[config.mk]
export PLATFORM = sky130hd
export DESIGN_NAME = cla_addsub_pipe
export DESIGN_NICKNAME = d
export VERILOG_FILES = /design/src/rtl/cla_addsub_pkg.sv /design/src/rtl/cla_group.sv /design/src/rtl/cla_addsub_pipe.sv
export SDC_FILE = /design/constraint.sdc
export NUM_CORES = 1
export LEC_CHECK = 0
export BUFFER_PORTS_ARGS = -buffer_cell sky130_fd_sc_hd__buf_2
export CAP_MARGIN = 20
export CORE_MARGIN = 3
export CORE_UTILIZATION = 40
export CTS_CLUSTER_SIZE = 16
export DETAILED_ROUTE_END_ITERATION = 16
export PLACE_DENSITY = 0.6
export SYNTH_ARGS = -nofsm -noshare
export SYNTH_HDL_FRONTEND = slang
export SYNTH_SLANG_ARGS = --single-unit
[constraint.sdc]
create_clock -name clk -period 3.1 [get_ports clk]
set_clock_uncertainty 0.1 [all_clocks]
set_input_delay 0 -clock clk [delete_from_list [all_inputs] [get_ports clk]]
set_output_delay 0 -clock clk [all_outputs]
set_load 0.02 [all_outputs]
[src/rtl/cla_addsub_pkg.sv]
// Shared constants, types and the lookahead propagate/generate combiner for cla_addsub_pipe.
package cla_addsub_pkg;

   localparam logic OP_ADD = 1'b0;
   localparam logic OP_SUB = 1'b1;

   // Packed flag vector layout: {neg, zero, ovf, cout}
   localparam int unsigned FLG_COUT = 0;
   localparam int unsigned FLG_OVF  = 1;
   localparam int unsigned FLG_ZERO = 2;
   localparam int unsigned FLG_NEG  = 3;
   localparam int unsigned FLG_W    = 4;

   localparam int unsigned PG_MAX = 64;

   typedef logic [FLG_W-1:0] flags_t;

   typedef struct packed {
      logic g;
      logic p;
   } pg_t;

   // Combined P/G of the low n bit positions; n = 0 yields the identity (P=1, G=0).
   function automatic pg_t group_pg(input logic [PG_MAX-1:0] p,
                                    input logic [PG_MAX-1:0] g,
                                    input int unsigned       n);
      pg_t r;
      r.p = 1'b1;
      r.g = 1'b0;
      for (int unsigned i = 0; i < PG_MAX; i++) begin
         if (i < n) begin
            r.g = g[i] | (p[i] & r.g);
            r.p = r.p & p[i];
         end
      end
      return r;
   endfunction

endpackage

[src/rtl/cla_group.sv]
// GROUP-bit carry-lookahead group: per-bit carries from cin plus group propagate/generate.
module cla_group
   import cla_addsub_pkg::*;
#(
   parameter int unsigned GROUP = 4
) (
   input  logic [GROUP-1:0] p_i,
   input  logic [GROUP-1:0] g_i,
   input  logic             cin_i,
   output logic [GROUP-1:0] c_o,
   output logic             gp_o,
   output logic             gg_o
);

   pg_t pg_lo;
   pg_t pg_all;

   always_comb begin
      c_o   = '0;
      pg_lo = '0;
      for (int unsigned k = 0; k < GROUP; k++) begin
         pg_lo  = group_pg(PG_MAX'(p_i), PG_MAX'(g_i), k);
         c_o[k] = pg_lo.g | (pg_lo.p & cin_i);
      end
      pg_all = group_pg(PG_MAX'(p_i), PG_MAX'(g_i), GROUP);
      gp_o   = pg_all.p;
      gg_o   = pg_all.g;
   end

endmodule

[src/rtl/cla_addsub_pipe.sv]
// Two-stage pipelined carry-lookahead adder/subtractor with valid/ready on both sides.
// Optional signed saturation is enabled by defining CLA_ADDSUB_SATURATE_EN.
module cla_addsub_pipe
   import cla_addsub_pkg::*;
#(
   parameter int unsigned WIDTH = 16,
   parameter int unsigned GROUP = 4
) (
   input  logic             clk,
   input  logic             rst,
   input  logic             in_valid,
   output logic             in_ready,
   input  logic [WIDTH-1:0] in_a,
   input  logic [WIDTH-1:0] in_b,
   input  logic             in_sub,
   input  logic             in_cin,
   input  logic             in_sat,
   output logic             out_valid,
   input  logic             out_ready,
   output logic [WIDTH-1:0] out_sum,
   output logic             out_cout,
   output logic             out_ovf,
   output logic             out_zero,
   output logic             out_neg
);

   localparam int unsigned NG = (GROUP < 1) ? 1 : WIDTH / GROUP;

   if (GROUP < 1 || GROUP > PG_MAX) begin : g_bad_group
      $fatal(1, "cla_addsub_pipe: GROUP must be in 1..%0d", PG_MAX);
   end else if (WIDTH % GROUP != 0 || NG > PG_MAX) begin : g_bad_width
      $fatal(1, "cla_addsub_pipe: WIDTH must be a multiple of GROUP");
   end

   logic             s1_valid_q, out_valid_q;
   logic             s1_load, s2_load;
   logic [WIDTH-1:0] p_d, g_d, p_q, g_q;
   logic [NG:0]      c_d, c_q;
   logic             sat_q;
   logic [NG-1:0]    gp, gg, grp_p, grp_g;
   logic [WIDTH-1:0] b_eff, carry, sum_d, sum_q;
   flags_t           flags_d, flags_q;
   pg_t              pg, pg_c;
   logic             unused_grp;

   assign s2_load  = !out_valid_q || out_ready;
   assign s1_load  = !s1_valid_q || s2_load;
   assign in_ready = s1_load;

   // Stage 1: conditioning, group P/G, second-level lookahead to every group carry-in
   always_comb begin
      b_eff  = (in_sub == OP_SUB) ? ~in_b : in_b;
      p_d    = in_a ^ b_eff;
      g_d    = in_a & b_eff;
      gp     = '0;
      gg     = '0;
      pg     = '0;
      pg_c   = '0;
      for (int unsigned j = 0; j < NG; j++) begin
         pg    = group_pg(PG_MAX'(p_d[j*GROUP +: GROUP]), PG_MAX'(g_d[j*GROUP +: GROUP]), GROUP);
         gp[j] = pg.p;
         gg[j] = pg.g;
      end
      c_d    = '0;
      c_d[0] = in_cin ^ in_sub;
      for (int unsigned j = 1; j <= NG; j++) begin
         pg_c   = group_pg(PG_MAX'(gp), PG_MAX'(gg), j);
         c_d[j] = pg_c.g | (pg_c.p & c_d[0]);
      end
   end

   always_ff @(posedge clk or posedge rst) begin
      if (rst) begin
         s1_valid_q <= 1'b0;
         p_q        <= '0;
         g_q        <= '0;
         c_q        <= '0;
         sat_q      <= 1'b0;
      end else if (s1_load) begin
         s1_valid_q <= in_valid;
         if (in_valid) begin
            p_q   <= p_d;
            g_q   <= g_d;
            c_q   <= c_d;
            sat_q <= in_sat;
         end
      end
   end

   for (genvar j = 0; j < NG; j++) begin : g_grp
      cla_group #(.GROUP(GROUP)) u_grp (
         .p_i   (p_q[j*GROUP +: GROUP]),
         .g_i   (g_q[j*GROUP +: GROUP]),
         .cin_i (c_q[j]),
         .c_o   (carry[j*GROUP +: GROUP]),
         .gp_o  (grp_p[j]),
         .gg_o  (grp_g[j])
      );
   end

   // Stage 2: sum and flags. On overflow both MSB operands agree (p=0), so g's MSB is A's sign.
   always_comb begin
      flags_d           = '0;
      sum_d             = p_q ^ carry;
      flags_d[FLG_COUT] = c_q[NG];
      flags_d[FLG_OVF]  = carry[WIDTH-1] ^ c_q[NG];
`ifdef CLA_ADDSUB_SATURATE_EN
      if (sat_q && flags_d[FLG_OVF]) begin
         sum_d = g_q[WIDTH-1] ? {1'b1, {(WIDTH-1){1'b0}}} : {1'b0, {(WIDTH-1){1'b1}}};
      end
`endif
      flags_d[FLG_ZERO] = (sum_d == '0);
      flags_d[FLG_NEG]  = sum_d[WIDTH-1];
   end

`ifdef CLA_ADDSUB_SATURATE_EN
   assign unused_grp = ^{grp_p, grp_g};
`else
   assign unused_grp = ^{grp_p, grp_g, sat_q};
`endif

   always_ff @(posedge clk or posedge rst) begin
      if (rst) begin
         out_valid_q <= 1'b0;
         sum_q       <= '0;
         flags_q     <= '0;
      end else if (s2_load) begin
         out_valid_q <= s1_valid_q;
         if (s1_valid_q) begin
            sum_q   <= sum_d;
            flags_q <= flags_d;
         end
      end
   end

   assign out_valid = out_valid_q;
   assign out_sum   = sum_q;
   assign out_cout  = flags_q[FLG_COUT];
   assign out_ovf   = flags_q[FLG_OVF];
   assign out_zero  = flags_q[FLG_ZERO];
   assign out_neg   = flags_q[FLG_NEG];

endmodule
==> metrics <==
status=finished clean; GP Congestion=0.757; WP data arrival=approximately 2.1 ns; multi-input combinational cell area=1450 um^2; largest net degree at the start of global routing=36; gr usage total=0.142; Net Count, Synth=approximately 300; Final Hold Fails=0; slew margin rel.=0.565; RSZ-0062 raised after global routing=no; fin nets=366; fill count=between 600 and 700; first-pass detailed-route iteration total=4; setup_tns=0 ns; P per Cell Area=between 600 and 700 nW/um^2; Antenna diodes=0; crit-path max FO=4; crit path capture type=flop; first-pass GRT wire length=roughly 9500 um; Post-CTS Setup Bufs=0; initial antenna violation count=0; Synth-to-Final Area Change=21.4%; post-synthesis mux area share=0.170; CTS Buffer Depth=2; most common library cell in the layout ignoring fill and taps=buf_2; via count of the first global-routing pass=1950; Die Ht=approximately 90 um; Period minus WS final=between 2 and 2.5 ns; CP Class=reg2reg; io pins=slightly above 60; Lkg Pwr=1.65 nW; synth warn=0; row count=30; post-DP HPWL=around 4100 um; Vias=between 1500 and 2000; synthesized area=2850 um^2; Antenna Violating Nets Remaining=0; die area=roughly 8000 um^2; post-synthesis xor/xnor area fraction=0.0923; initial core utilization=0.417; CTS tree=done; FF/Latch Area=roughly 1400 um^2; VDD IR max=194 uV; htree depth=2; Via density=roughly 5; WL final=~5400 um; wire length per cell=13.4 um; worst setup margin=around 1.1 ns; drt drc=0; largest family of logic cells by synthesized area=multiplexers; fmax=between 400 and 500 MHz; Root Buffer=clkbuf_8; Core Box Area=between 6000 and 7000 um^2; Worst EP required=3.22 ns; max-cap violations=0; FF+latch count, synth=54; Reg clk slew, reported paths=approximately 0.10 ns; TritonCTS buffer count=5; setup violators final=0; crit start category=flop; DP Worst Slack=0.980 ns; max-slew violations=0; sequential area share after synthesis=0.475; grt total ovfl=0; post-synthesis compound-gate area fraction=0.105; worst-skew pair later-pin latency=0.30 ns; share of cells above drive strength 1=0.371; fin crit share=0.648; Post-Syn Instances=between 200 and 250; Yosys cell types=29; chip width=90.4 um; post-synthesis simple-gate area fraction=0.0554; Syn Area/Cell=12.2 um^2; initial drt markers=45; I/O Buffers=between 50 and 60; Hold Path Class=in2reg; CTS Sinks=54; Synth Area in Adders=0.0879; commonest cells after routing, fill and taps aside=59 x buf_2, 54 x dfrtp_1, 42 x mux2_2, 25 x xor2_1, 20 x ha_1; Worst-Margin Slew=0.651 ns
-- critical path, stage by stage (launching register included) --
cell	delay (ns)
dfrtp_1	0.42
ha_1	0.34
or4_1	0.53
nor3_1	0.18
nand4_1	0.12
o31ai_1	0.23
-- sequential cells by signal, indices dropped and copies added (netlist names) --
signal / count
out_sum: 15
flags_q: 4
out_valid: 1
c_q: 5
g_q: 12
p_q: 16
s1_valid_q: 1
-- cell type report --
class,count,area share
Clock buffer,6,0.0210
Clock inverter,1,0.00217
Inverter,1,0.00109
Multi-Input combinational cell,170,0.420
Sequential cell,54,0.391
Tap cell,96,0.0348
Timing Repair Buffer,75,0.130
-- routing by layer --
| layer | routed length [um] | up-vias | global-route usage |
|---|---|---|---|
| li1 | - | 986 | - |
| met5 | 0 | - | 0 |
| met4 | 63 | 0 | 0.0421 |
| met1 | 2760 | 934 | 0.198 |
| met3 | 178 | 5 | 0.0242 |
| met2 | 2420 | 36 | 0.228 |
-- where the power goes --
group          switching, W  internal (W)
Clock              0.000220      0.000156
Sequential         0.000148      0.000909
Combinational      0.000478      0.000411
-- cell families (layout without fill, tap and decap cells) --
logic type                 Yosys count  after routing
muxes                               43             43
adders and majority gates           20             20
xor gates and xnor gates            30             30
and+or+nand+nor                     33             33
DFF                                 54             54
AOI/OAI and AO/OA                   44             44
buffers and inverters                9             83
-- stage by stage --
stage / hold slack, ns / utilization / total power [W] / std cells / cell area, um^2
after floorplan: 0.00837 / - / 0.00167 / 233 / 2850
after global placement: -0.0290 / 0.475 / 0.00195 / 383 / 3240
after detailed placement: -0.0288 / 0.475 / 0.00197 / 383 / 3240
after CTS: 0.00623 / 0.506 / 0.00236 / 403 / 3450
after global routing: 0.0177 / 0.506 / 0.00250 / 403 / 3450
final: 0.00474 / 0.506 / 0.00232 / 403 / 3450
-- synthesized netlist by cell type --
| cell | number | area, um^2 |
|---|---|---|
| nor3_1 | 1 | 5.00 |
| o31ai_1 | 2 | 15.0 |
| o21ai_0 | 12 | 60.1 |
| or4_1 | 2 | 15.0 |
| inv_1 | 1 | 3.75 |
| a21o_1 | 11 | 82.6 |
| nand3_1 | 1 | 5.00 |
| xnor2_1 | 5 | 43.8 |
| mux2_2 | 42 | 473 |
| nand2b_1 | 3 | 18.8 |
| a211oi_1 | 4 | 30.0 |
| xor2_1 | 25 | 219 |
| o41ai_1 | 1 | 8.76 |
| nand4_1 | 4 | 25.0 |
| or2_2 | 1 | 6.26 |
| nand3b_1 | 1 | 7.51 |
| mux2i_1 | 1 | 10.0 |
| buf_4 | 1 | 7.51 |
| clkbuf_1 | 2 | 7.51 |
| o21bai_1 | 4 | 30.0 |
| a2bb2oi_1 | 1 | 8.76 |
| nand2_1 | 11 | 41.3 |
| dfrtp_1 | 54 | 1350 |
| nor2_1 | 9 | 33.8 |
| a211oi_2 | 2 | 25.0 |
| buf_2 | 5 | 25.0 |
| a21oi_1 | 6 | 30.0 |
| ha_1 | 20 | 250 |
| o21a_1 | 1 | 7.51 |
-- path summary, 6_finish.rpt --
path / startpoint / end / slack [ns] / cells after the start
setup / recovery: c_q[0]$_DFFE_PP0P_ / flags_q[2]$_DFFE_PP0P_ / 1.09 / 5
hold / removal: in_a[5] / g_q[5]$_DFFE_PP0P_ / 0.005 / 3
setup reg to reg: c_q[0]$_DFFE_PP0P_ / flags_q[2]$_DFFE_PP0P_ / 1.09 / 5
hold reg to reg: out_sum[14]$_DFFE_PP0P_ / out_sum[14]$_DFFE_PP0P_ / 0.38 / 2
max in group asynchronous: rst / p_q[9]$_DFFE_PP0P_ / 1.96 / 4
min in group asynchronous: rst / out_sum[2]$_DFFE_PP0P_ / 0.17 / 3
-- timing repair --
action | in CTS | in global routing
endpoints found under the hold margin | 38 | 0
hold buffers | 13 | 0
gates resized for setup | 0 | 0
Note: power is estimated with default switching activity, not from simulation.
